<file path="config.mk">
export PLATFORM = sky130hd
export DESIGN_NAME = arm_mc_ctrl_ls
export DESIGN_NICKNAME = d
export VERILOG_FILES = /design/src/rtl/arm_ctrl_pkg.sv /design/src/rtl/arm_inst_decode.sv /design/src/rtl/arm_mc_ctrl_ls.sv
export SDC_FILE = /design/constraint.sdc
export NUM_CORES = 1
export LEC_CHECK = 0
export CAP_MARGIN = 20
export CORE_MARGIN = 5
export CORE_UTILIZATION = 45
export CTS_BUF_LIST = sky130_fd_sc_hd__clkbuf_2 sky130_fd_sc_hd__clkbuf_4 sky130_fd_sc_hd__clkbuf_8
export DETAILED_ROUTE_END_ITERATION = 8
export GPL_TIMING_DRIVEN = 0
export PLACE_DENSITY_LB_ADDON = 0.1
export SYNTH_ARGS = -nofsm -noshare
export SYNTH_HDL_FRONTEND = slang
export SYNTH_SLANG_ARGS = --single-unit
export TNS_END_PERCENT = 5
</file>
<file path="constraint.sdc">
create_clock -name clk -period 5.5 [get_ports clk]
set_input_delay 1.1 -clock clk [delete_from_list [all_inputs] [get_ports clk]]
set_output_delay 1.1 -clock clk [all_outputs]
set_load 0.02 [all_outputs]
</file>
<file path="src/rtl/arm_ctrl_pkg.sv">
// Shared encodings for the multi-cycle ARM-subset control unit.
package arm_ctrl_pkg;

  // FSM state encodings (kept as plain constants for legacy tooling)
  localparam logic [3:0] S_IDLE   = 4'd0;
  localparam logic [3:0] S_FETCH  = 4'd1;
  localparam logic [3:0] S_DECODE = 4'd2;
  localparam logic [3:0] S_EXEC   = 4'd3;
  localparam logic [3:0] S_WB     = 4'd4;
  localparam logic [3:0] S_BXW    = 4'd5;
  localparam logic [3:0] S_BADD   = 4'd6;
  localparam logic [3:0] S_BLNK   = 4'd7;
  localparam logic [3:0] S_BJMP   = 4'd8;
  localparam logic [3:0] S_LSADDR = 4'd9;
  localparam logic [3:0] S_LDWAIT = 4'd10;
  localparam logic [3:0] S_LDWB   = 4'd11;
  localparam logic [3:0] S_STWAIT = 4'd12;
  localparam logic [3:0] S_TRAP   = 4'd13;

  typedef enum logic [2:0] {
    CLS_DP0 = 3'd0,
    CLS_DP1 = 3'd1,
    CLS_DP2 = 3'd2,
    CLS_BX  = 3'd3,
    CLS_B   = 3'd4,
    CLS_LS  = 3'd5,
    CLS_UND = 3'd6
  } cls_t;

  localparam logic [1:0] PCS_NEXT = 2'b00;
  localparam logic [1:0] PCS_RM   = 2'b01;
  localparam logic [1:0] PCS_F    = 2'b10;
  localparam logic [1:0] PCS_TRAP = 2'b11;

  localparam logic [3:0] ALU_AND = 4'b0000;
  localparam logic [3:0] ALU_EOR = 4'b0001;
  localparam logic [3:0] ALU_SUB = 4'b0010;
  localparam logic [3:0] ALU_ADD = 4'b0100;
  localparam logic [3:0] ALU_MOV = 4'b1000;

  // Compare/test opcodes reuse the arithmetic/logic ALU op; result is flags only
  function automatic logic [3:0] alu_map(input logic [3:0] op);
    case (op)
      4'b1000: alu_map = ALU_AND;
      4'b1001: alu_map = ALU_EOR;
      4'b1010: alu_map = ALU_SUB;
      4'b1011: alu_map = ALU_ADD;
      default: alu_map = op;
    endcase
  endfunction

endpackage

</file>
<file path="src/rtl/arm_inst_decode.sv">
// Combinational instruction class and field extraction from IR[27:4].
module arm_inst_decode
  import arm_ctrl_pkg::*;
(
  input  logic [27:4] ir,
  output logic [2:0]  cls,
  output logic [3:0]  op,
  output logic        s_bit,
  output logic        u_bit,
  output logic        l_bit,
  output logic        link
);

  cls_t c;

  // BX is tested first because its encoding also fits the DP1 pattern
  always_comb begin
    c = CLS_UND;
    if (ir[27:4] == 24'h12FFF1)
      c = CLS_BX;
    else if (ir[27:25] == 3'b000 && !ir[4])
      c = CLS_DP0;
    else if (ir[27:25] == 3'b000 && ir[4] && !ir[7])
      c = CLS_DP1;
    else if (ir[27:25] == 3'b001)
      c = CLS_DP2;
    else if (ir[27:25] == 3'b101)
      c = CLS_B;
    else if (ir[27:25] == 3'b010 && ir[24] && !ir[21])
      c = CLS_LS;
  end

  assign cls   = c;
  assign op    = ir[24:21];
  assign s_bit = ir[20];
  assign l_bit = ir[20];
  assign u_bit = ir[23];
  assign link  = ir[24];

endmodule

</file>
<file path="src/rtl/arm_mc_ctrl_ls.sv">
// Multi-cycle control FSM: DP, B/BL/BX, LDR/STR with memory waits, timeout abort, undefined trap.
module arm_mc_ctrl_ls
  import arm_ctrl_pkg::*;
#(
  parameter int unsigned WAIT_LIMIT = 15,
  parameter bit          TRAP_EN    = 1'b1
) (
  input  logic        clk,
  input  logic        Rst,
  input  logic [31:0] IR,
  input  logic        flag,
  input  logic        imem_ready,
  input  logic        dmem_ready,
  output logic        Write_PC,
  output logic        Write_IR,
  output logic        Write_Reg,
  output logic        LA,
  output logic        LB,
  output logic        LC,
  output logic        LF,
  output logic        S,
  output logic        rm_imm_s,
  output logic [1:0]  rs_imm_s,
  output logic [1:0]  PC_s,
  output logic        rd_s,
  output logic        ALU_A_s,
  output logic        ALU_B_s,
  output logic        off_s,
  output logic        wb_s,
  output logic [3:0]  ALU_OP,
  output logic        imem_req,
  output logic        dmem_req,
  output logic        dmem_we,
  output logic        und_trap,
  output logic        abort
);

  localparam int unsigned CW = $clog2(WAIT_LIMIT + 1);

  logic [3:0]    st, next_st;
  logic [CW-1:0] wait_cnt, wait_inc;
  logic          link_pend, timeout, und_hit;
  logic          fetch_q, wpc_q;
  logic [2:0]    cls;
  logic [3:0]    op;
  logic          s_bit, u_bit, l_bit, link;
  logic          unused_ir;

  assign unused_ir = ^{IR[31:28], IR[3:0]};

  arm_inst_decode u_dec (
    .ir    (IR[27:4]),
    .cls   (cls),
    .op    (op),
    .s_bit (s_bit),
    .u_bit (u_bit),
    .l_bit (l_bit),
    .link  (link)
  );

  assign wait_inc = wait_cnt + 1'b1;

  // Next-state selection, timeout and undefined-trap detection
  always_comb begin
    next_st = st;
    timeout = 1'b0;
    und_hit = 1'b0;
    case (st)
      S_IDLE: next_st = S_FETCH;
      S_FETCH:
        if (imem_ready) begin
          if (!flag)
            next_st = S_FETCH;
          else if (cls == CLS_UND) begin
            und_hit = TRAP_EN;
            next_st = TRAP_EN ? S_TRAP : S_FETCH;
          end else if (cls == CLS_B)
            next_st = link ? S_BLNK : S_BADD;
          else
            next_st = S_DECODE;
        end
      S_DECODE:
        if (cls == CLS_BX)      next_st = S_BXW;
        else if (cls == CLS_LS) next_st = S_LSADDR;
        else                    next_st = S_EXEC;
      S_EXEC:   next_st = S_WB;
      S_WB:     next_st = S_FETCH;
      S_BXW:    next_st = S_FETCH;
      S_BADD:   next_st = S_BJMP;
      S_BLNK:   next_st = S_BJMP;
      S_BJMP:   next_st = link_pend ? S_BJMP : S_FETCH;
      S_LSADDR: next_st = l_bit ? S_LDWAIT : S_STWAIT;
      S_LDWAIT, S_STWAIT:
        if (dmem_ready)
          next_st = (st == S_LDWAIT) ? S_LDWB : S_FETCH;
        else if (wait_inc == CW'(WAIT_LIMIT)) begin
          timeout = 1'b1;
          next_st = TRAP_EN ? S_TRAP : S_FETCH;
        end
      S_LDWB:   next_st = S_FETCH;
      S_TRAP:   next_st = S_FETCH;
      default:  next_st = S_IDLE;
    endcase
  end

  // State, wait counter and BL link-pass tracking
  always_ff @(posedge clk) begin
    if (Rst) begin
      st        <= S_IDLE;
      wait_cnt  <= '0;
      link_pend <= 1'b0;
    end else begin
      st        <= next_st;
      wait_cnt  <= ((st == S_LDWAIT || st == S_STWAIT) && next_st == st) ? wait_inc : '0;
      link_pend <= (st == S_BLNK);
    end
  end

  // Registered strobes decoded from the state being entered; ALU_OP and shifter selects hold
  always_ff @(posedge clk) begin
    if (Rst) begin
      fetch_q <= 1'b0; wpc_q <= 1'b0; Write_Reg <= 1'b0;
      LA <= 1'b0; LB <= 1'b0; LC <= 1'b0; LF <= 1'b0; S <= 1'b0;
      rm_imm_s <= 1'b0; rs_imm_s <= 2'b00; PC_s <= PCS_NEXT;
      rd_s <= 1'b0; ALU_A_s <= 1'b0; ALU_B_s <= 1'b0; off_s <= 1'b0; wb_s <= 1'b0;
      ALU_OP <= '0; dmem_req <= 1'b0; dmem_we <= 1'b0; und_trap <= 1'b0; abort <= 1'b0;
    end else begin
      fetch_q <= 1'b0; wpc_q <= 1'b0; Write_Reg <= 1'b0;
      LA <= 1'b0; LB <= 1'b0; LC <= 1'b0; LF <= 1'b0; S <= 1'b0;
      PC_s <= PCS_NEXT;
      rd_s <= 1'b0; ALU_A_s <= 1'b0; ALU_B_s <= 1'b0; off_s <= 1'b0; wb_s <= 1'b0;
      dmem_req <= 1'b0; dmem_we <= 1'b0;
      und_trap <= und_hit;
      abort    <= timeout;
      case (next_st)
        S_FETCH:  fetch_q <= 1'b1;
        S_DECODE: begin LA <= 1'b1; LB <= 1'b1; LC <= 1'b1; end
        S_EXEC: begin
          LF       <= 1'b1;
          S        <= s_bit;
          rm_imm_s <= (cls == CLS_DP2);
          rs_imm_s <= (cls == CLS_DP1) ? 2'b01 : (cls == CLS_DP2) ? 2'b10 : 2'b00;
          ALU_OP   <= alu_map(op);
        end
        S_WB:  Write_Reg <= !op[3] | op[2];
        S_BXW: begin wpc_q <= 1'b1; PC_s <= PCS_RM; end
        S_BADD: begin ALU_A_s <= 1'b1; ALU_B_s <= 1'b1; ALU_OP <= ALU_ADD; LF <= 1'b1; end
        S_BLNK: begin ALU_A_s <= 1'b1; ALU_OP <= ALU_MOV; LF <= 1'b1; end
        S_BJMP:
          // First pass after BLNK writes the link and re-latches F with the target
          if (st == S_BLNK) begin
            Write_Reg <= 1'b1; rd_s <= 1'b1;
            ALU_A_s <= 1'b1; ALU_B_s <= 1'b1; ALU_OP <= ALU_ADD; LF <= 1'b1;
          end else begin
            wpc_q <= 1'b1; PC_s <= PCS_F;
          end
        S_LSADDR: begin off_s <= 1'b1; LF <= 1'b1; ALU_OP <= u_bit ? ALU_ADD : ALU_SUB; end
        S_LDWAIT: dmem_req <= 1'b1;
        S_STWAIT: begin dmem_req <= 1'b1; dmem_we <= 1'b1; end
        S_LDWB:   begin Write_Reg <= 1'b1; wb_s <= 1'b1; end
        S_TRAP:   begin wpc_q <= 1'b1; PC_s <= PCS_TRAP; end
        default: ;
      endcase
    end
  end

  // Fetch strobes qualify the registered FETCH flag with the ready arriving this cycle
  assign imem_req = fetch_q;
  assign Write_IR = fetch_q & imem_ready;
  assign Write_PC = wpc_q | (fetch_q & imem_ready);

endmodule

</file>
==> run metrics <==
status=complete, no violations; antenna cell count=0; syn nets=around 230; H-tree lvl count=2; CTS max path bufs=2; total routed wirelength=3990 µm; slowest CP cell=clkdlybuf4s50_1; CP Max Fanout=2; Area contributors post-synth=dfxtp_1 (41%), nor2_1 (5.9%), nand2_1 (3.5%); yosys synthesis warning count=0; nets=290; synthesized cell area=1600 µm²; Remaining DRCs=0; Hold Vio Cnt, Final=0; initial antenna violation count=0; Core Area=3390 µm²; CTS clk-pin slew, worst paths=0.11 ns; I/O pin total=64; placement row count=21; most frequent CP cell=clkdlybuf4s50_1; clock skew=0.0104 ns; CTS tree=built; layout cell share with drive strength beyond 1=6.75%; Post-CTS Hold Fix Bufs=0; DR pass1 iterations=4; Mean Syn Cell Area=8.45 µm²; setup TNS=0 ns; final period utilization=64.6%; area share of the largest cell type after synthesis=41.4%; Post-Layout Inst Area=2260 µm²; PnR Total Power=between 400 and 500 µW; die extent in x=69.6 µm; Pint=between 300 and 400 µW; slowest stage delay, CP=roughly 0.53 ns; most frequent cells in the layout=clkdlybuf4s50_1 (55), dfxtp_1 (33), nor2_1 (25); DRT antenna net count=0; die area=4840 µm²; Tmin final=3.55 ns; die height=69.6 µm; Setup Crit Path Kind=input port to output port; cts bufs inserted=5; worst vdd ir=133 µV; clock root buffer master=clkbuf_4; Primary FF master, synth=dfxtp_1; clk sinks=33; vias in the first global route=1507; RePlAce Congestion=between 0.9 and 1; WL per Instance=13.4 µm; first-pass GRT wire length=6870 µm; crit-path cells=clkdlybuf4s50_1 -> and2_1 -> or2_2 -> clkdlybuf4s50_1; critical path data arrival time=2.45 ns; switching share of power=27.9%; FFs w/ async S/R, synth=0%; Post-DP HPWL=approximately 3100 µm; worst skew pair latency=0.35 ns; PD cells=204 nW/µm²; total setup buffers inserted after CTS=0; CP required=4.40 ns; flops & latches, synth=33; fill cell count=296; placed cell areas=2200 µm²; initial DRC count=119; commonest non-fill, non-tap cell in the layout=clkdlybuf4s50_1; Pleak=0.853 nW; Via Count=1609; Area Overhead vs Synth=41.5%; slew margin rel.=59.0%; setup violators final=0; Max Clock Freq=between 200 and 300 MHz; Post-CTS Resized=0; Comb pwr share=between 10% and 20%; post-synthesis sequential area ratio=41.4%; worst reg-to-reg setup slack=3.10 ns; PortBufs=55; Slew @ Worst Pin=0.613 ns; Mapped Cells=between 150 and 200; Sw Pwr=129 µW; max_cap viols=0; largest net degree at the start of global routing=12; Initial Util=47.1%; gr usage total=17.2%; number of synthesized flops with an enable pin=0; Final Max Slew Viols=0; drt via density=5.40; worst hold path class=flop to flop; unrepaired setup endpoints after global routing=no; post-synth top area cell=dfxtp_1; Clk network pwr share=29.3%; GRT overflow=0; sequential power share=53.2%; Cell variety after synth=52; Critical Path Sink Type=output port; startpoint types=input port
[cells in the mapped netlist, drive strengths merged, types with 3 or more instances]
cell    count
and3        6
and3b       5
nand2      15
nor2b       6
nor2       25
xor2        3
nand4       5
inv         4
nor4b       3
nand2b      6
dfxtp      33
nand3      11
buf         4
nor3        4
clkbuf      5
o21ai       6
a21oi      11
[worst max-delay path: cells and delay by family]
family	cells	cell delay, ns
AND/OR/NAND/NOR	2	0.41
buffers and inverters	2	0.94
[kinds of logic (layout without fill, tap and decap cells)]
family / Yosys count / count (layout) / synth area share, %
and+or+nand+nor: 103 / 103 / 35.8
AOI/OAI and AO/OA: 34 / 34 / 15.4
xor gates and xnor gates: 4 / 4 / 2.19
DFF: 33 / 33 / 41.4
adders and majority gates: 2 / 2 / 1.57
buffers and inverters: 13 / 76 / 3.60
[power by group through the flow]
stage | registers (mW) | logic (mW) | clock network, mW
6_report | 0.246 | 0.0805 | 0.135
5_1_grt | 0.247 | 0.0878 | 0.151
4_1_cts | 0.246 | 0.0805 | 0.139
3_5_place_dp | 0.251 | 0.0801 | 0
3_3_place_gp | 0.251 | 0.0796 | 0
2_1_floorplan | 0.255 | 0.0355 | 0
[per-layer routing]
metal,up-vias,track usage [%],part of all wire (%)
met5,-,0,0
met2,68,26.4,45
met1,726,22.2,45
met3,8,6.23,8.7
li1,807,-,-
met4,0,6.07,1.9
[final timing paths]
check	startpoint	endpoint	cells past startpoint
setup / recovery	imem_ready	Write_PC	4
hold / removal	rs_imm_s[0]	rs_imm_s[0]	2
setup reg to reg	st[1]	Write_Reg	7
hold reg to reg	rs_imm_s[0]	rs_imm_s[0]	2
[sequential cells by signal (all words and copies together) (netlist names), 2 cells and up]
signal / cells
ALU_OP: 4
rs_imm_s: 2
st: 4
PC_s: 2
wait_cnt: 4
[cell type report]
cell class                      instances  area (µm²)  share of cell area (%)
Tap cell                               46        57.6                    2.55
Sequential cell                        33         661                    29.2
Multi-Input combinational cell        143         878                    38.9
Buffer                                  9        42.5                    1.88
Inverter                                4        15.0                   0.664
Clock inverter                          3        17.5                   0.775
Clock buffer                            5        37.5                    1.66
Timing Repair Buffer                   55         551                    24.4
[stage by stage]
stage / hold slack, ns / util (%) / setup slack [ns] / cells
2_1_floorplan: 0.446 / - / 2.33 / 189
3_3_place_gp: 0.444 / 65.0 / 1.67 / 290
3_5_place_dp: 0.450 / 65.0 / 1.65 / 290
4_1_cts: 0.466 / 66.7 / 1.94 / 298
5_1_grt: 0.502 / 66.7 / 1.92 / 298
6_report: 0.463 / 66.7 / 1.95 / 298
(Power assumes the default switching activity.)
